### src/rtl/serial_rx.sv
// serial_rx: UART-style frame receiver (start, 8 data bits LSB first,
// optional even parity, stop) that packs BYTES accepted bytes into one word.
// Optional feature macro: SERIAL_RX_PARITY_EN (adds an even-parity bit
// between the data bits and the stop bit).
module serial_rx #(
    parameter int CPB   = 1,
    parameter int BYTES = 4
) (
    input  logic               clk,
    input  logic               rst,
    input  logic               rx,
    output logic [8*BYTES-1:0] data,
    output logic               valid,
    output logic [3:0]         byte_cnt,
    output logic               busy,
    output logic               frame_err
);
    // Sample point sits H cycles into each bit; counters are reloaded so
    // that the sample happens when cnt reaches zero.
    localparam int         H         = (CPB - 1) / 2;
    localparam logic [7:0] BIT_LD    = 8'(CPB - 1);
    localparam logic [7:0] HALF_LD   = (H == 0) ? 8'd0 : 8'(H - 1);
    localparam logic [3:0] LAST_LANE = 4'(BYTES - 1);

    typedef enum logic [2:0] {
        IDLE      = 3'd0,
        START     = 3'd1,
        DATA      = 3'd2,
        STOP      = 3'd3,
        WAIT_HIGH = 3'd4
`ifdef SERIAL_RX_PARITY_EN
        , PARITY  = 3'd5
`endif
    } state_t;

    state_t               state, state_nxt;
    logic [7:0]           cnt;
    logic [2:0]           bit_cnt;
    logic [7:0]           shreg;
    logic [BYTES-1:0][7:0] wbuf, word_nxt;
    logic                 tick;
    logic                 frame_ok;
`ifdef SERIAL_RX_PARITY_EN
    logic                 par_err;
`endif

    assign tick = (cnt == 8'd0);

    // A frame is good only if the stop bit is high (and parity matched).
`ifdef SERIAL_RX_PARITY_EN
    assign frame_ok = rx && !par_err;
`else
    assign frame_ok = rx;
`endif

    // State register
    always_ff @(posedge clk or posedge rst) begin
        if (rst) state <= IDLE;
        else     state <= state_nxt;
    end

    // Next-state logic; with H=0 the start bit is confirmed on detection
    always_comb begin
        state_nxt = state;
        case (state)
            IDLE:      if (!rx) state_nxt = (H == 0) ? DATA : START;
            START:     if (tick) state_nxt = rx ? IDLE : DATA;
`ifdef SERIAL_RX_PARITY_EN
            DATA:      if (tick && bit_cnt == 3'd7) state_nxt = PARITY;
            PARITY:    if (tick) state_nxt = STOP;
`else
            DATA:      if (tick && bit_cnt == 3'd7) state_nxt = STOP;
`endif
            STOP:      if (tick) state_nxt = frame_ok ? IDLE : WAIT_HIGH;
            WAIT_HIGH: if (rx) state_nxt = IDLE;
            default:   state_nxt = IDLE;
        endcase
    end

    // Output decode: busy flag and the word as it would look with the
    // current byte merged into lane byte_cnt
    always_comb begin
        busy     = (state != IDLE);
        word_nxt = wbuf;
        for (int i = 0; i < BYTES; i++)
            if (byte_cnt == 4'(i)) word_nxt[i] = shreg;
    end

    // Datapath: bit timing, shift register, word buffer and pulses
    always_ff @(posedge clk or posedge rst) begin
        if (rst) begin
            cnt       <= '0;
            bit_cnt   <= '0;
            shreg     <= '0;
            wbuf      <= '0;
            data      <= '0;
            valid     <= 1'b0;
            frame_err <= 1'b0;
            byte_cnt  <= '0;
`ifdef SERIAL_RX_PARITY_EN
            par_err   <= 1'b0;
`endif
        end else begin
            valid     <= 1'b0;
            frame_err <= 1'b0;
            case (state)
                IDLE: if (!rx) begin
                    cnt     <= (H == 0) ? BIT_LD : HALF_LD;
                    bit_cnt <= '0;
`ifdef SERIAL_RX_PARITY_EN
                    par_err <= 1'b0;
`endif
                end
                START: cnt <= tick ? BIT_LD : cnt - 8'd1;
                DATA: begin
                    cnt <= tick ? BIT_LD : cnt - 8'd1;
                    if (tick) begin
                        shreg   <= {rx, shreg[7:1]};
                        bit_cnt <= bit_cnt + 3'd1;
                    end
                end
`ifdef SERIAL_RX_PARITY_EN
                PARITY: begin
                    cnt <= tick ? BIT_LD : cnt - 8'd1;
                    if (tick) par_err <= rx ^ (^shreg);
                end
`endif
                STOP: begin
                    cnt <= tick ? BIT_LD : cnt - 8'd1;
                    if (tick) begin
                        if (frame_ok) begin
                            if (byte_cnt == LAST_LANE) begin
                                data     <= word_nxt;
                                valid    <= 1'b1;
                                byte_cnt <= '0;
                            end else begin
                                wbuf     <= word_nxt;
                                byte_cnt <= byte_cnt + 4'd1;
                            end
                        end else begin
                            frame_err <= 1'b1;
                            byte_cnt  <= '0;
                        end
                    end
                end
                default: ;
            endcase
        end
    end
endmodule
### config.mk
export PLATFORM = sky130hd
export DESIGN_NAME = serial_rx
export DESIGN_NICKNAME = d
export VERILOG_FILES = /design/src/rtl/serial_rx.sv
export SDC_FILE = /design/constraint.sdc
export NUM_CORES = 1
export LEC_CHECK = 0
export CAP_MARGIN = 10
export CORE_UTILIZATION = 47
export CTS_BUF_LIST = sky130_fd_sc_hd__clkbuf_4
export DETAILED_ROUTE_END_ITERATION = 6
export GPL_TIMING_DRIVEN = 0
export PLACE_DENSITY_LB_ADDON = 0.2
export SYNTH_ARGS = -nofsm -noshare
export SYNTH_HDL_FRONTEND = slang
export SYNTH_SLANG_ARGS = --single-unit
### constraint.sdc
create_clock -name clk -period 5.9 [get_ports clk]
set_input_delay 0.59 -clock clk [delete_from_list [all_inputs] [get_ports clk]]
set_output_delay 0.59 -clock clk [all_outputs]
set_load 0.005 [all_outputs]
==> impl_metrics.py <==
metrics = {
    "timing": {
        "slew_headroom_pct": 52.1,
        "fin_crit_ns": 2.48,
        "rsz0062_at_grt": "no",
        "setup_ws_ns": 3.42,
        "skew_ns": 0.0187,
        "setup_viol": 0,
        "report.final.slew_viol_count": 0,
        "setup_tns_ns": 0,
        "fmax_ghz": 0.403,
        "finalCritPeriodShare_pct": 42.0,
        "worstMarginPinSlew_ns": 0.713,
        "hold_viol": 0,
    },
    "cts": {
        "clkSinkCount": 84,
        "path_clk_slew_ns": 0.14,
        "cts_tree": "built",
        "hold_buffers": 0,
        "cts_setup_buffers": 0,
        "cts-root-buf": "clkbuf_4",
        "cts_buffer_depth": 2,
        "cts-resized-gates": 0,
        "htreeDepth": 3,
        "numCtsBuffers": 9,
        "clock_latency_ns": 0.43,
    },
    "power": {
        "power.total_uw": 1300,
        "powerDensity_nw_per_um2": 291,
        "vdd_drop_max_v": 0.000202,
        "p_leak_uw": 0.00205,
    },
    "global_route": {
        "antenna_found_initial": 0,
        "first_global_vias": 2439,
        "grt_first_pass_wirelength_um": 12000,
        "grt_max_degree": 60,
        "grt-ovfl-total": 0,
        "track_usage_pct": 18.5,
    },
    "placement": {
        "dp_slack_ns": 3.50,
        "place_congestion": 0.855,
        "place_hpwl_um": 4730,
        "place.port_buffers": 41,
    },
    "floorplan": {
        "initial_core_util_pct": 48.5,
        "core_um2": 7730,
        "io_pins": 42,
        "dieArea_um2": 8330,
        "die_h_um": 91.3,
        "num_rows": 32,
        "die_w_um": 91.3,
    },
    "worst_setup_path": {
        "r2r-start": "cnt[0]",
        "critPathKind": "reg -> out",
        "cp-end-kind": "output pin",
        "required_ns": 5.31,
        "critPathArrivalTime_ns": 1.89,
        "start_kind": "flip-flop",
        "path_max_fanout": 9,
        "critPathLaunch": "state[2]",
    },
    "synth": {
        "ys_ff_latch": 84,
        "synth_seq_area_share_pct": 56.1,
        "synth-edff-count": 0,
        "synthesis.area_um2": 3750,
        "async_flop_share_pct": 100,
        "ys_types": 47,
        "synthFlopType": "dfrtp_1",
        "ys_warn_count": 0,
        "avgSynthCellArea_um2": 12.0,
        "syn-num-nets": 322,
        "post_synth_inst_count": 311,
    },
    "routing": {
        "routed_wl_um": 6970,
        "via_count": 2489,
        "drc": 0,
        "drt_iter0_drc": 105,
        "wl_per_cell_um": 14.8,
        "viasPerCell": 5.28,
        "first_pass_iters": 4,
        "drtAntennaViolNets": 0,
    },
    "flow_run": {
        "maxCapViolations": 0,
    },
    "outcome": {
        "outcome": "completed",
    },
    "layout": {
        "fin_util_pct": 58.0,
        "layout-drive-gt1-share_pct": 18.2,
        "diodes": 0,
        "layout.nets": 375,
        "syn_to_final_growth_pct": 19.5,
    },
    "min_path": {
        "hp-class": "in -> async",
    },
}
## metrics by stage
step | hold slack, ns | area (um2) | instances
floorplan | 0.464 | 3750 | 311
global placement | 0.463 | 4280 | 454
detailed placement | 0.472 | 4310 | 455
CTS | 0.448 | 4480 | 471
global route | 0.476 | 4480 | 471
finish | 0.467 | 4480 | 471
## worst max-delay path: stages (launching register included)
cell,delay (ns)
dfrtp_1,0.38
clkbuf_1,0.20
or3_1,0.44
clkdlybuf4s50_1,0.46
## sequential cells by signal, indices dropped and copies added (netlist names)
register   flops
state          3
byte_cnt       4
frame_err      1
wbuf          24
bit_cnt        3
cnt            8
shreg          8
data          32
valid          1
## where the power goes
group	internal, uW	total (uW)	switching, uW
Combinational	113	240	126
Sequential	631	691	60.6
Clock	177	372	195
## final timing paths
| kind | end | slack, ns | cells past startpoint |
|---|---|---|---|
| hold / removal | data[5] | 0.47 | 2 |
| max in group asynchronous | byte_cnt[2] | 4.82 | 3 |
| setup / recovery | busy | 3.42 | 3 |
| min in group clk | data[2] | 0.49 | 2 |
| hold reg to reg | data[2] | 0.49 | 2 |
| setup reg to reg | data[5] | 3.60 | 7 |
## final cells by class
cell class / instances / area (um2)
inverters: 9 / 36.3
multi-input cells: 200 / 1540
repair buffers: 42 / 438
fillers: 674 / 3250
plain buffers: 18 / 70.1
clock inverters: 6 / 88.8
flip-flops and latches: 84 / 2100
well taps: 102 / 128
clock buffers: 10 / 75.1
## kinds of logic (layout without fill, tap and decap cells)
kind of cell | count (synthesis) | after routing | synth area share, %
flip-flops | 84 | 84 | 56.1
XOR/XNOR | 1 | 1 | 0.234
multiplexers | 68 | 68 | 19.5
adder cells (fa/ha/maj) | 8 | 8 | 2.67
AO/OA/AOI/OAI | 49 | 49 | 7.52
AND/OR/NAND/NOR | 74 | 74 | 11.2
buffers and inverters | 27 | 85 | 2.77
## synthesized netlist by cell type, types with 3 or more instances
library cell  instances  share of area [%]
a21oi_1               6               0.80
a31oi_1               3               0.50
and2_1                4               0.67
buf_1                 8               0.80
clkbuf_1              8               0.80
dfrtp_1              84                 56
ha_1                  8                2.7
inv_1                 9               0.90
mux2_2               40                 12
mux2i_1              27                7.2
nand2_1              35                3.5
nand2_2               3               0.50
nor2_1                5               0.50
o21ai_0              30                4.0
## placed cells by master, fill, tap and decap left out, types with 4 or more instances in the layout
master / Yosys / routed
a21oi_1: 6 / 6
and2_1: 4 / 4
buf_1: 8 / 8
clkbuf_1: 8 / 8
clkbuf_4: 0 / 10
clkdlybuf4s50_1: 0 / 41
dfrtp_1: 84 / 84
ha_1: 8 / 8
inv_1: 9 / 8
mux2_2: 40 / 40
mux2i_1: 27 / 27
nand2_1: 35 / 35
nor2_1: 5 / 5
o21ai_0: 30 / 30
## per-layer routing
layer / part of all wire, % / track usage (%) / routed length (um)
met5: 0 / 0 / 0
met2: 47 / 29.0 / 3290
met1: 48 / 25.5 / 3350
met3: 3.0 / 2.93 / 207
met4: 1.7 / 8.33 / 117
Power figures use the tool's default switching activity.
